<file path="src/rtl/tank_key_pkg.sv">
// Shared keycode constants, direction/fire-state enums and the direction
// decode helper for the player-1 tank key decoder.
package tank_key_pkg;

  localparam logic [7:0] KC_NONE  = 8'h00;
  localparam logic [7:0] KC_A     = 8'h04;
  localparam logic [7:0] KC_D     = 8'h07;
  localparam logic [7:0] KC_S     = 8'h16;
  localparam logic [7:0] KC_W     = 8'h1A;
  localparam logic [7:0] KC_ENTER = 8'h28;
  localparam logic [7:0] KC_SPACE = 8'h2C;

  typedef enum logic [1:0] {
    DIR_UP    = 2'd0,
    DIR_RIGHT = 2'd1,
    DIR_DOWN  = 2'd2,
    DIR_LEFT  = 2'd3
  } dir_t;

  typedef enum logic [1:0] {
    F_IDLE     = 2'd0,
    F_COOL     = 2'd1,
    F_WAIT_REL = 2'd2
  } fire_state_t;

  typedef struct packed {
    logic valid;
    dir_t dir;
  } dir_decode_t;

  function automatic dir_decode_t is_dir_code(input logic [7:0] code);
    dir_decode_t r;
    r.valid = 1'b1;
    r.dir   = DIR_UP;
    case (code)
      KC_W:    r.dir = DIR_UP;
      KC_D:    r.dir = DIR_RIGHT;
      KC_S:    r.dir = DIR_DOWN;
      KC_A:    r.dir = DIR_LEFT;
      default: r.valid = 1'b0;
    endcase
    return r;
  endfunction

endpackage

</file>
<file path="src/rtl/key_stable_filter.sv">
// Glitch filter for the PIO keycode: a code is accepted once it has been
// unchanged for STABLE_CYCLES registered samples.
module key_stable_filter #(
  parameter int unsigned STABLE_CYCLES = 4,
  parameter int unsigned WIDTH         = 8
) (
  input  logic             Clk,
  input  logic             Reset,
  input  logic [WIDTH-1:0] keycode,
  output logic [WIDTH-1:0] key_code_q,
  output logic             accept_evt,
  output logic [WIDTH-1:0] accept_code
);

  logic [WIDTH-1:0] raw_q;
  logic [WIDTH-1:0] cand;
  logic [7:0]       count;
  logic [7:0]       count_next;

  // accept_evt is high in the cycle whose closing edge loads key_code_q,
  // so the top can update dir/paused/fire on that very same edge.
  always_comb begin
    count_next = '0;
    if (raw_q == cand) begin
      count_next = (count == 8'hFF) ? count : count + 8'd1;
    end
    accept_evt  = (count_next == 8'(STABLE_CYCLES - 1)) && (raw_q != key_code_q);
    accept_code = raw_q;
  end

  always_ff @(posedge Clk) begin
    if (Reset) begin
      raw_q      <= '0;
      cand       <= '0;
      count      <= '0;
      key_code_q <= '0;
    end else begin
      raw_q <= keycode;
      cand  <= raw_q;
      count <= count_next;
      if (accept_evt) key_code_q <= raw_q;
    end
  end

endmodule

</file>
<file path="src/rtl/tank_key_decoder.sv">
// Player-1 tank control from filtered HID keycodes: direction, move, pause
// toggle and frame-based fire cooldown. Define TANK_KEY_AUTOFIRE_EN for autofire.
module tank_key_decoder
  import tank_key_pkg::*;
#(
  parameter int unsigned STABLE_CYCLES   = 4,
  parameter int unsigned COOLDOWN_FRAMES = 15
) (
  input  logic       Clk,
  input  logic       Reset,
  input  logic       frame_tick,
  input  logic [7:0] keycode,
  output logic [1:0] dir,
  output logic       move,
  output logic       fire,
  output logic       paused,
  output logic [7:0] key_code_q
);

  logic        accept_evt;
  logic [7:0]  accept_code;
  logic [7:0]  kq_next;
  logic        paused_next;
  dir_decode_t acc_dec;
  dir_decode_t kq_dec;
  dir_t        dir_q;

  fire_state_t state;
  fire_state_t state_next;
  logic [7:0]  cooldown;
  logic [7:0]  cool_next;
  logic        fire_next;

  key_stable_filter #(
    .STABLE_CYCLES(STABLE_CYCLES),
    .WIDTH        (8)
  ) u_filter (
    .Clk        (Clk),
    .Reset      (Reset),
    .keycode    (keycode),
    .key_code_q (key_code_q),
    .accept_evt (accept_evt),
    .accept_code(accept_code)
  );

  always_comb begin
    kq_next     = accept_evt ? accept_code : key_code_q;
    paused_next = paused ^ (accept_evt && (accept_code == KC_ENTER));
    acc_dec     = is_dir_code(accept_code);
    kq_dec      = is_dir_code(kq_next);
  end

  // Events are judged against pre-update state; the end-of-cooldown decision
  // looks at kq_next so a Space accepted on that same edge counts as held.
  always_comb begin
    state_next = state;
    cool_next  = cooldown;
    fire_next  = 1'b0;
    unique case (state)
      F_IDLE: begin
        if (accept_evt && (accept_code == KC_SPACE) && !paused) begin
          fire_next  = 1'b1;
          cool_next  = 8'(COOLDOWN_FRAMES);
          state_next = F_COOL;
        end
      end
      F_COOL: begin
        if (frame_tick) begin
          cool_next = cooldown - 8'd1;
          if (cooldown == 8'd1) begin
`ifdef TANK_KEY_AUTOFIRE_EN
            if ((kq_next == KC_SPACE) && !paused) begin
              fire_next = 1'b1;
              cool_next = 8'(COOLDOWN_FRAMES);
            end else begin
              state_next = F_IDLE;
            end
`else
            state_next = (kq_next == KC_SPACE) ? F_WAIT_REL : F_IDLE;
`endif
          end
        end
      end
      F_WAIT_REL: begin
        if (key_code_q != KC_SPACE) state_next = F_IDLE;
      end
      default: state_next = F_IDLE;
    endcase
  end

  always_ff @(posedge Clk) begin
    if (Reset) begin
      state    <= F_IDLE;
      cooldown <= '0;
      fire     <= 1'b0;
      dir_q    <= DIR_UP;
      paused   <= 1'b0;
      move     <= 1'b0;
    end else begin
      state    <= state_next;
      cooldown <= cool_next;
      fire     <= fire_next;
      paused   <= paused_next;
      move     <= kq_dec.valid && !paused_next;
      if (accept_evt && acc_dec.valid) dir_q <= acc_dec.dir;
    end
  end

  assign dir = dir_q;

endmodule
</file>
<file path="config.mk">
export PLATFORM = sky130hd
export DESIGN_NAME = tank_key_decoder
export DESIGN_NICKNAME = d
export VERILOG_FILES = /design/src/rtl/tank_key_pkg.sv /design/src/rtl/key_stable_filter.sv /design/src/rtl/tank_key_decoder.sv
export SDC_FILE = /design/constraint.sdc
export NUM_CORES = 1
export LEC_CHECK = 0
export BUFFER_PORTS_ARGS = -buffer_cell sky130_fd_sc_hd__buf_2
export CORE_MARGIN = 2
export CORE_UTILIZATION = 55
export DETAILED_ROUTE_END_ITERATION = 10
export GPL_ROUTABILITY_DRIVEN = 0
export PLACE_DENSITY = 0.83
export SYNTH_ARGS = -nofsm -noshare
export SYNTH_HDL_FRONTEND = slang
export SYNTH_SLANG_ARGS = --single-unit
</file>
<file path="constraint.sdc">
create_clock -name Clk -period 5.4 [get_ports Clk]
set_input_delay 0.27 -clock Clk [delete_from_list [all_inputs] [get_ports Clk]]
set_output_delay 0.27 -clock Clk [all_outputs]
set_load 0.02 [all_outputs]
</file>
==> results of run 1 <==
critical path, delay by kind of cell, from the launching register on:
kind                       cells  cell delay (ns)
adders and majority gates      1             0.28
AOI/OAI and AO/OA              2             0.47
muxes                          1             0.23
and+or+nand+nor                3             1.24
DFF                            1             0.45
registers in the layout, summed over array words and instances (netlist names), 2 cells and up:
register,count
dir,2
state,2
u_filter.accept_code,8
u_filter.count,8
cooldown,8
u_filter.key_code_q,8
u_filter.cand,8
metal layers:
layer,GRT usage,vias to the layer above
li1,-,914
met1,0.235,856
met2,0.338,30
met3,0.0503,7
met4,0.0662,0
met5,0,-
power groups by stage:
stage	registers [uW]	clock network, uW	logic (uW)
after floorplan	362	0	32.6
after global routing	363	285	35.5
after global placement	370	0	30.7
after detailed placement	370	0	31.7
after CTS	362	270	32.0
final	362	267	31.8
through the flow:
step | total power, uW | area [um^2] | util
detailed placement | 402 | 2390 | 0.594
floorplan | 395 | 2320 | -
global placement | 401 | 2390 | 0.594
global route | 684 | 2510 | 0.623
CTS | 664 | 2510 | 0.623
finish | 660 | 2510 | 0.623
worst paths after layout:
check                          from                      end  slack [ns]  cells after the start
setup / recovery  u_filter.count[0]              cooldown[2]        2.64                      7
hold / removal           keycode[1]  u_filter.accept_code[1]        0.17                      2
setup reg to reg  u_filter.count[0]              cooldown[2]        2.64                      7
hold reg to reg              dir[1]                   dir[1]        0.51                      2
cells by family (layout without fill, tap and decap cells):
kind of cell             Yosys count  after routing
AO/OA/AOI/OAI                     36             36
XOR/XNOR                          27             27
adder cells (fa/ha/maj)            3              3
buffers and inverters             22             35
flip-flops                        47             47
multiplexers                      11             11
AND/OR/NAND/NOR                  109            109
area by class of cell:
class	count	area, um^2	area share
clock inverter	3	47.5	0.0190
inverter	4	15.0	0.00599
timing repair buffer	23	115	0.0459
tap	50	62.6	0.0249
multi-input combinational	186	1260	0.502
clock buffer	5	68.8	0.0274
sequential	47	941	0.375
cell usage in the layout, fill, tap and decap left out, types with 5 or more instances in the layout:
cell type  instances
dfxtp_1           47
nor2_1            26
buf_2             23
nor2b_1           16
xnor2_1           15
xor2_1            12
mux2i_1           11
nand3_1           10
nand2_1           10
a31oi_1            8
nor3_1             7
a21oi_1            7
o21ai_0            6
nand4_1            5
a211oi_1           5
clkbuf_8           5
==> key figures, run 1 <==
Job
  • Max-cap viol count: 0

Drt
  • Vias/cell: between 5 and 6
  • ANT nets after route: 0
  • Highest Signal Layer: met4
  • Wirelength per Cell: between 10 and 15 um
  • Met2 routed WL: ~2.1 mm
  • Detailed-route via count: ~1,800
  • DR WL met3: roughly 180 um
  • Residual DRC: 0
  • Wirelength, routed: 4.29 mm
  • First-pass DRT Iterations: 4
  • Initial DRC count: ~200
  • WL met1: between 1.5 and 2 mm

STA
  • Max Freq: around 0.36 GHz
  • Worst setup margin: about 2.6 ns
  • Final hold vios: 0
  • # setup viols final: 0
  • Slew headroom: 0.465
  • Hold Worst Slack: 0.165 ns
  • Period minus WS final: 2.76 ns
  • Share of the cycle needed by the critical path after routing: 0.511
  • Worst slew pin tran: around 0.8 ns
  • Max Transition Viols Final: 0
  • RSZ-0062 raised after global routing: no
  • Skew final: ~0.0042 ns
  • Setup TNS: 0 ns

Placed design
  • DP Wirelength: approximately 3 mm
  • DP Cell Count: 310
  • Number of port buffers: 23
  • Pre-CTS setup slack: 2.67 ns

Synthesis
  • Yosys top cell by area: dfxtp_1
  • Synth Register Bits: 47
  • Gate Count Post-Synth: 255
  • Synth Area in Adders: 0.0162
  • Dominant synthesized flop cell: dfxtp_1
  • Top cell type's share of synthesized area: 0.406
  • Post-synth ARST share: 0
  • Synthesized area per cell: between 9 and 10 um^2
  • Combinational family with the most area after synthesis: simple AND/OR/NAND/NOR gates
  • Unique cell type count in the Yosys netlist: ~50
  • Synth top area cells: dfxtp_1 41%, xnor2_1 5.7%, mux2i_1 4.7%, xor2_1 4.5%, nor2b_1 4.3%
  • Syn_nets: between 200 and 300
  • Commonest cells in the netlist: 47 x dfxtp_1, 26 x nor2_1, 16 x nor2b_1
  • Post-synthesis compound-gate area fraction: 0.109
  • Mux cell area share after synthesis: 0.0475
  • Sequential share of the synthesized area: 0.406
  • Post-synth EDFFs: 0
  • Simple-Gate Fraction of Synth Area: 0.268
  • Synth Area in XOR/XNOR: 0.102
  • Post-synth design cell area: 2320 um^2
  • YS warnings: 0
  • Most numerous cell in the Yosys netlist: dfxtp_1

Floorplanning
  • Num rows: 23
  • Die height: roughly 69 um
  • CORE AREA: just over 4000 um^2
  • Ports: 24
  • Starting density of the core: 0.576
  • Die Wd: 68.9 um
  • DIE AREA: between 4000 and 5000 um^2

Clock tree
  • TritonCTS clock tree: built
  • Clock Sinks: between 40 and 50
  • CTS Root Cell: clkbuf_8
  • Cts hold-fix bufs: 0
  • Clock transition at path regs: around 0.09 ns
  • Clock latency on the worst-skew pair: 0.31 ns
  • Clk buf depth: 2
  • CTS Buf Count: 5
  • Cts repair resizes: 0
  • H-tree levels: 2
  • Setup repair bufs after CTS: 0

Worst setup path
  • CP max stage cell: and4bb_1
  • Crit-path cells: ha_1 -> and3_1 -> mux2i_1 -> a31o_1 -> and4bb_1 -> nand2_2 -> a211oi_1
  • Setup crit end kind: register
  • CP peak stage delay: 0.74 ns
  • Worst setup SP type: register
  • Worst Path Required: approximately 5.6 ns
  • Crit path DAT: about 3.0 ns
  • Peak fanout along the critical path: 17
  • Crit Path Class: register to register

Finish
  • Area Growth Syn to Fin: 8.14%
  • Final non-filler cell total: 318
  • Fin nets: ~280
  • Fillers: approximately 360
  • Share of layout cells above drive strength 1: 0.175
  • Antenna Cells: 0

Pwr
  • P_leak: around 0.00097 uW
  • Worst vdd ir: between 0.0002 and 0.00025 V
  • Flop pwr share: 0.548
  • Switch Pwr: between 150 and 200 uW
  • Pwr dens: 263 nW/um^2
  • Comb pwr share: 0.048
  • P_int: roughly 500 uW
  • Switching share of power: 0.229
  • Clk pwr share: 0.404

GRT
  • Total track usage: 0.196
  • Initial antenna violation count: 0
  • Total congestion overflow: 0
  • Largest net degree at the start of global routing: 39
  • First-pass GRT wire length: slightly below 7 mm
  • Vias in the first global route: about 1,600

Min path
  • Worst hold path type: primary input to register

Status
  • Outcome: finished, final reports clean
Power figures use the tool's default switching activity.
==> run 2, diff against run 1 <==
--- a/config.mk
+++ b/config.mk
@@ -7,7 +7,7 @@
 export LEC_CHECK = 0
 export BUFFER_PORTS_ARGS = -buffer_cell sky130_fd_sc_hd__buf_2
 export CORE_MARGIN = 2
-export CORE_UTILIZATION = 55
+export CORE_UTILIZATION = 52
 export DETAILED_ROUTE_END_ITERATION = 10
 export GPL_ROUTABILITY_DRIVEN = 0
 export PLACE_DENSITY = 0.83
==> constraint.sdc (replaced) <==
create_clock -name Clk -period 2.35 [get_ports Clk]
set_input_delay 0.1175 -clock Clk [delete_from_list [all_inputs] [get_ports Clk]]
set_output_delay 0.1175 -clock Clk [all_outputs]
set_load 0.02 [all_outputs]
==> key figures, run 2 (same netlist as run 1, synthesis figures left out) <==
Status
  • Outcome: finished, final reports clean

Worst setup path
  • Reg-to-reg critical path startpoint: u_filter.count[1]
  • Crit path DAT: 2.33 ns (-0.65 ns)
  • Crit Path Class: register to register
  • R2r endpoint: u_filter.key_code_q[3]
  • FF-to-FF setup slack: 0.19 ns (-2.45 ns)
  • R2R cell count: 8 (+1)
  • Setup crit end kind: register
  • Peak fanout along the critical path: 12 (-5)
  • Worst Path Required: 2.52 ns (-3.10 ns)
  • Worst setup SP type: register

STA
  • Skew final: 0.0110 ns (+0.00683 ns)
  • Share of the cycle needed by the critical path after routing: 0.920 (+0.408)
  • Setup TNS: 0 ns (unchanged)
  • Worst setup margin: 0.189 ns (-2.45 ns)
  • Max Transition Viols Final: 0 (unchanged)
  • # setup viols final: 0 (unchanged)
  • Max Freq: 0.463 GHz (+28%)
  • RSZ-0062 raised after global routing: no
  • Final hold vios: 0 (unchanged)
  • Worst slew pin tran: 0.683 ns (-0.120 ns)
  • Hold Worst Slack: 0.00959 ns (-0.156 ns)
  • Period minus WS final: 2.16 ns (-0.601 ns)
  • Slew headroom: 0.545 (+0.0801)

Drt
  • Vias/cell: 5.59 (-1.6%)
  • Residual DRC: 0 (unchanged)
  • Detailed-route via count: 1,828 (+1.2%)
  • ANT nets after route: 0 (unchanged)
  • First-pass DRT Iterations: 5 (+1)
  • Wirelength per Cell: 12.6 um (-6.7%)
  • Wirelength, routed: 4.12 mm (-4.1%)
  • Initial DRC count: 109 (-46%)

Pwr
  • Pwr dens: 585 nW/um^2 (+120%)
  • Worst vdd ir: 0.000429 V (+110%)
  • P_leak: 0.000997 uW (+3.2%)

Placed design
  • DP Cell Count: 319 (+2.9%)
  • Number of port buffers: 23 (unchanged)
  • DP Wirelength: 2.98 mm (-0.75%)
  • Pre-CTS setup slack: 0.125 ns (-2.54 ns)

Finish
  • Area Growth Syn to Fin: 10.8%
  • Most common cell after layout, fill and taps aside: dfxtp_1
  • Commonest non-fill, non-tap cells in the layout: 46 x dfxtp_1, 26 x nor2_1, 23 x buf_2, 16 x nor2b_1, 15 x xnor2_1
  • Storage cell area: 942 um^2 (+0.13%)
  • Share of layout cells above drive strength 1: 0.204 (+0.0283)
  • Antenna Cells: 0 (unchanged)
  • Fillers: 400 (+12%)
  • Final non-filler cell total: 327 (+2.8%)
  • Area of the multi-input gates: 1260 um^2 (+0.20%)
  • Fin nets: 288 (+2.5%)

GRT
  • Initial antenna violation count: 0 (unchanged)
  • First-pass GRT wire length: 7.16 mm (+3.1%)
  • Total track usage: 0.177 (-0.0185)
  • Largest net degree at the start of global routing: 39 (unchanged)
  • Vias in the first global route: 1,614 (+3.7%)
  • Total congestion overflow: 0 (unchanged)

Clock tree
  • CTS Root Cell: clkbuf_8
  • Clock latency on the worst-skew pair: 0.31 ns (about the same)
  • CTS Buf Count: 5 (unchanged)
  • H-tree levels: 2 (unchanged)
  • Clk buf depth: 2 (unchanged)
  • Setup repair bufs after CTS: 0 (unchanged)
  • Clock Sinks: 47 (unchanged)
  • Clock transition at path regs: 0.09 ns (about the same)
  • TritonCTS clock tree: built

Min path
  • Hold Crit Depth: 2 (unchanged)
  • Worst hold path type: primary input to register
  • Worst Hold Path EP: u_filter.accept_code[2]
  • Hold Startpoint: keycode[2]

Floorplanning
  • Die Wd: 70.8 um (+2.7%)
  • Starting density of the core: 0.536 (-0.0393)
  • CORE AREA: 4320 um^2 (+7.3%)
  • Die height: 70.8 um (+2.7%)
  • Num rows: 24 (+4.3%)
  • DIE AREA: 5010 um^2 (+5.4%)
  • Ports: 24 (unchanged)

Job
  • Max-cap viol count: 0 (unchanged)
run 2: critical path: stages, from the launching register on:
cell	delay, ns
dfxtp_1	0.43
ha_2	0.26
and3_1	0.20
mux2i_1	0.19
a31o_1	0.18
and4bb_1	0.28
buf_6	0.20
mux2i_1	0.22
nor2_1	0.06
run 2: how the worst max path moves through the flow:
stage	start	endpoint	slack, ns	depth (start not counted)
6_report	u_filter.count[1]	u_filter.key_code_q[3]	0.19	8
4_1_cts	u_filter.count[0]	u_filter.key_code_q[3]	0.08	8
2_1_floorplan	u_filter.count[0]	u_filter.key_code_q[2]	0.29	10
5_1_grt	u_filter.count[1]	u_filter.key_code_q[6]	0.01	8
3_5_place_dp	u_filter.count[0]	u_filter.key_code_q[6]	0.12	8
3_3_place_gp	u_filter.count[0]	paused	0.23	8
run 2: layout make-up:
class / instances / share of cell area
Clock buffer: 5 / 0.0268
Clock inverter: 3 / 0.0180
Inverter: 4 / 0.00584
Multi-Input combinational cell: 186 / 0.491
Sequential cell: 47 / 0.367
Tap cell: 52 / 0.0253
Timing Repair Buffer: 30 / 0.0667
run 2: per-stage QoR:
stage	cell area (um^2)	total power [uW]	util
after CTS	2560	1520	0.593
final	2570	1500	0.594
after detailed placement	2450	929	0.566
after global placement	2450	926	0.566
after global routing	2570	1560	0.594
after floorplan	2320	907	-
run 2: power by group:
part | internal [uW] | leakage (uW) | switching [uW]
Clock | 320 | 0.0000548 | 273
Combinational | 42.4 | 0.000560 | 41.9
Sequential | 809 | 0.000382 | 16.1
run 2: what timing repair did:
item,4_1_cts,5_1_grt
endpoints found under the setup margin,0,10
gates resized for setup,0,3
hold buffers,0,0
run 2: routing by layer:
layer	routed length (um)	vias up	GRT usage
li1	-	929	-
met1	1890	857	0.227
met2	2010	35	0.286
met3	154	7	0.0427
met4	63	0	0.0734
met5	0	-	0
